**config.mk**
```make
export PLATFORM = sky130hd
export DESIGN_NAME = mem_port_arbiter
export DESIGN_NICKNAME = d
export VERILOG_FILES = /design/src/rtl/mem_port_arbiter.sv
export SDC_FILE = /design/constraint.sdc
export NUM_CORES = 1
export LEC_CHECK = 0
export BUFFER_PORTS_ARGS = -buffer_cell sky130_fd_sc_hd__buf_2
export CAP_MARGIN = 10
export CORE_ASPECT_RATIO = 1.1
export CORE_UTILIZATION = 29
export DETAILED_ROUTE_END_ITERATION = 6
export GPL_TIMING_DRIVEN = 0
export PLACE_DENSITY = 0.86
export SLEW_MARGIN = 20
export SYNTH_ARGS = -nofsm -noshare
export SYNTH_HDL_FRONTEND = slang
export SYNTH_SLANG_ARGS = --single-unit
```
**constraint.sdc**
```tcl
create_clock -name clk -period 4.2 [get_ports clk]
set_clock_uncertainty 0.15 [all_clocks]
set_input_delay 0.63 -clock clk [delete_from_list [all_inputs] [get_ports clk]]
set_output_delay 0.63 -clock clk [all_outputs]
set_load 0.005 [all_outputs]
```
**src/rtl/mem_port_arbiter.sv**
```systemverilog
// mem_port_arbiter: round-robin sharing of one synchronous RAM between the fetch and data ports.
// Latency: gnt is combinational from req in the same cycle; read rvalid follows one cycle after gnt.
// Backpressure: a requester that loses holds its request; it wins the next contended cycle.
module mem_port_arbiter #(
    parameter int DATA_WIDTH = 16,
    parameter int ADDR_WIDTH = 10
) (
    input  logic                  clk,
    input  logic                  reset,
    input  logic                  if_req,
    input  logic [ADDR_WIDTH-1:0] if_addr,
    output logic                  if_gnt,
    output logic                  if_rvalid,
    output logic [DATA_WIDTH-1:0] if_rdata,
    input  logic                  d_req,
    input  logic                  d_we,
    input  logic [ADDR_WIDTH-1:0] d_addr,
    input  logic [DATA_WIDTH-1:0] d_wdata,
    output logic                  d_gnt,
    output logic                  d_rvalid,
    output logic [DATA_WIDTH-1:0] d_rdata,
    output logic [DATA_WIDTH-1:0] mem_data,
    output logic [ADDR_WIDTH-1:0] mem_addr,
    output logic                  mem_we,
    input  logic [DATA_WIDTH-1:0] mem_q
);

    typedef enum logic {
        GRANT_IF = 1'b0,
        GRANT_D  = 1'b1
    } grant_e;

    grant_e last_grant;
    logic   arb_en;  // held low through the first edge after reset release

    always_comb begin
        if_gnt = 1'b0;
        d_gnt  = 1'b0;
        if (arb_en && !reset) begin
            if (if_req && d_req) begin
                if_gnt = (last_grant == GRANT_D);
                d_gnt  = (last_grant == GRANT_IF);
            end else begin
                if_gnt = if_req;
                d_gnt  = d_req;
            end
        end
    end

    assign mem_addr = d_gnt ? d_addr : if_addr;
    assign mem_we   = d_we & d_gnt & ~reset;
    assign mem_data = d_wdata;

    // The RAM's registered address makes q line up with the cycle rvalid is high.
    assign if_rdata = mem_q;
    assign d_rdata  = mem_q;

    always_ff @(posedge clk or posedge reset) begin
        if (reset) begin
            last_grant <= GRANT_D;
            arb_en     <= 1'b0;
            if_rvalid  <= 1'b0;
            d_rvalid   <= 1'b0;
        end else begin
            arb_en <= 1'b1;
            if (if_req && if_gnt) begin
                last_grant <= GRANT_IF;
            end else if (d_req && d_gnt) begin
                last_grant <= GRANT_D;
            end
            if_rvalid <= if_req & if_gnt;
            d_rvalid  <= d_req & d_gnt & ~d_we;
        end
    end

endmodule

```
==> metrics.md <==
| Metric | Value |
|---|---|
| Switching Fraction | 26.0% |
| Yosys synthesis warning count | 0 |
| TritonCTS clock tree | yes |
| Setup WS pre-CTS | 1.75 ns |
| Total wire length | 1.61 mm |
| Std cell rows | 18 |
| Ratio of routed vias to standard cells | 3.77 |
| Final-layout setup total negative slack | 0 ns |
| Crit path required time | 3.42 ns |
| H-tree depth | 1 |
| Final worst path period share | 58.4% |
| Cell area after technology mapping | 699 µm² |
| Number of slew-limit violations in the final report | 0 |
| Fraction of power consumed by the clock network | 26.5% |
| Die area | 0.00261 mm² |
| Sequential share of power | 23.5% |
| Placer congestion estimate | 0.715 |
| Nets in the synthesized netlist | 134 |
| Cell Int Power | 150 µW |
| Signal arrival time at the worst endpoint | 1.67 ns |
| Internal reg-to-reg setup slack | 3.02 ns |
| Tightest hold margin | 0.128 ns |
| Total power density per cell area | 169 mW/mm² |
| Setup CP Type | in -> out |
| Core area | 0.00225 mm² |
| Register area | 101 µm² |
| Logic gate share of total power | 49.9% |
| Layout-stage area growth over the synthesis result | 71.4% |
| Via count of the routed design | 746 |
| Insertion delay of the later-clocked pin in the worst-skew pair | 0.24 ns |
| TritonCTS Buffers | 3 |
| Final count of hold timing violations | 0 |
| Clock slew seen by the registers of the worst setup and hold paths | 0.04 ns |
| Vias in the first global route | 500 |
| Post-synthesis instance total | 77 |
| Number of buffers on the longest clock path | 2 |
| Congestion Overflow GR | 0 |
| Buffer count from post-CTS setup fixing | 0 |
| # port buffers | 87 |
| Crit. End Element | output pin |
| Element type at the critical path start | input port |
| Crit-path max FO | 10 |
| Initial standard-cell utilization of the core | 31.1% |
| Classification of the worst-slack hold path | in -> async |
| Remaining routing DRC violations | 0 |
| Count of hold buffers inserted by post-cts repair | 0 |
| Hpwl dp | 1.46 mm |
| Area taken by multi-input logic gates | 211 µm² |
| Max-cap violations | 0 |
| Outcome | finished, final reports clean |
| #FFs+latches synth | 4 |
| Syn avg cell area | 9.08 µm² |
| Share of final-layout standard cells stronger than drive strength 1 | 90.5% |
| Most common library cell in the layout ignoring fill and taps | buf_2 |
| Netlist cell types | 15 |
| Cell at the root of the clock tree | clkbuf_4 |
| Placement Cell Area | 0.00117 mm² |
| Utilization after layout | 53.2% |
| Router iterations before antenna repair | 3 |
| Final ANT Viol Nets | 0 |
| CTS-repair resized insts | 0 |
| First-pass GRT wire length | 1.98 mm |
| Starting DRT DRC Count | 5 |
| Final Critical Period | 2.45 ns |
| Count of endpoints failing setup in the final report | 0 |
| Commonest non-fill, non-tap cells in the layout | 87 x buf_2, 48 x buf_4, 7 x mux2_4, 4 x inv_1 |
| Die W | 48.8 µm |
| IR Drop Worst-Case VDD | 0.0000872 V |
| Total non-filler cell area in the finished layout | 0.00120 mm² |
| GRT Total Usage | 10.0% |
| Number of fill cells in the layout | 231 |
| Cell leakage power | 0.791 nW |
| Maximum clock frequency | 408 MHz |
| Net Switching | 52.5 µW |
| Height of the chip | 53.5 µm |
| Total inserted antenna cells | 0 |
| Unrepaired setup endpoints after global routing | false |
| Number of sinks on the clock net | 4 |
| Number of antenna violations at the first check in global routing | 0 |
| Ports placed on the boundary | 120 |
| Pin count of the biggest net entering global routing | 11 |
| Worst Setup Slack, final | 1.75 ns |
| Final net count | 226 |
| Portion of the post-synthesis area used by sequential elements | 14.5% |
| Drt wl/cell | 8.13 µm |
[state kept, by name, indices dropped and copies added (netlist names)]
| signal | count |
|---|---|
| arb_en | 1 |
| last_grant | 1 |
| if_rvalid | 1 |
| d_rvalid | 1 |
[layout make-up]
type | count | area share (%)
plain buffers | 49 | 31.0
multi-input cells | 20 | 17.6
repair buffers | 87 | 36.3
well taps | 30 | 3.13
clock buffers | 4 | 2.19
inverters | 4 | 1.25
flip-flops and latches | 4 | 8.46
[stage by stage]
stage / cells / total power [mW]
2_1_floorplan: 77 / 0.107
3_3_place_gp: 194 / 0.148
3_5_place_dp: 194 / 0.150
4_1_cts: 198 / 0.206
5_1_grt: 198 / 0.219
6_report: 198 / 0.202
[power groups by stage]
stage          Clock [mW]  Combinational (mW)  Sequential, mW
6_report           0.0537               0.101          0.0476
5_1_grt            0.0615               0.110          0.0478
3_5_place_dp            0               0.102          0.0480
2_1_floorplan           0              0.0592          0.0474
4_1_cts            0.0558               0.102          0.0475
3_3_place_gp            0               0.100          0.0478
[critical path, cell delays in order]
cell	delay, ns
buf_2	0.11
nand3b_4	0.15
a21o_4	0.21
buf_6	0.15
mux2_4	0.29
buf_2	0.13
[logic make-up (layout without fill, tap and decap cells)]
kind of cell	Yosys count	in the layout	share of synthesized area [%]
buffers and inverters	53	144	55.3
multiplexers	10	10	19.9
AND/OR/NAND/NOR	5	5	5.55
AO/OA/AOI/OAI	4	4	4.29
flip-flops	4	4	14.5
other	1	1	0.536
[worst paths after layout]
path                                  from          end  cells after the start
max in group asynchronous            reset   last_grant                      2
worst max register to register  last_grant     d_rvalid                      3
worst min register to register  last_grant   last_grant                      2
worst max-delay path                 reset  mem_addr[5]                      6
worst min-delay path                 reset     d_rvalid                      2
min in group clk                last_grant   last_grant                      2
[routing by layer]
metal,vias to the layer above,wire [µm],track usage [%],part of all wire [%]
met5,-,0,0,0
li1,374,-,-,-
met1,307,575,10.8,36
met2,63,768,15.5,48
met4,0,14,7.35,0.87
met3,2,251,4.89,16
[Yosys cell counts (all sizes together)]
cell type,count,area (µm²)
buf,49,372
mux2,10,139
inv,4,15.0
dfrtp,3,75.1
a21oi,2,10.0
nand3b,2,27.5
nor2,2,7.51
a21o,1,15.0
conb,1,3.75
dfstp,1,26.3
nand2,1,3.75
o21ai,1,5.00
No activity file was read; power rests on OpenSTA's default activity.
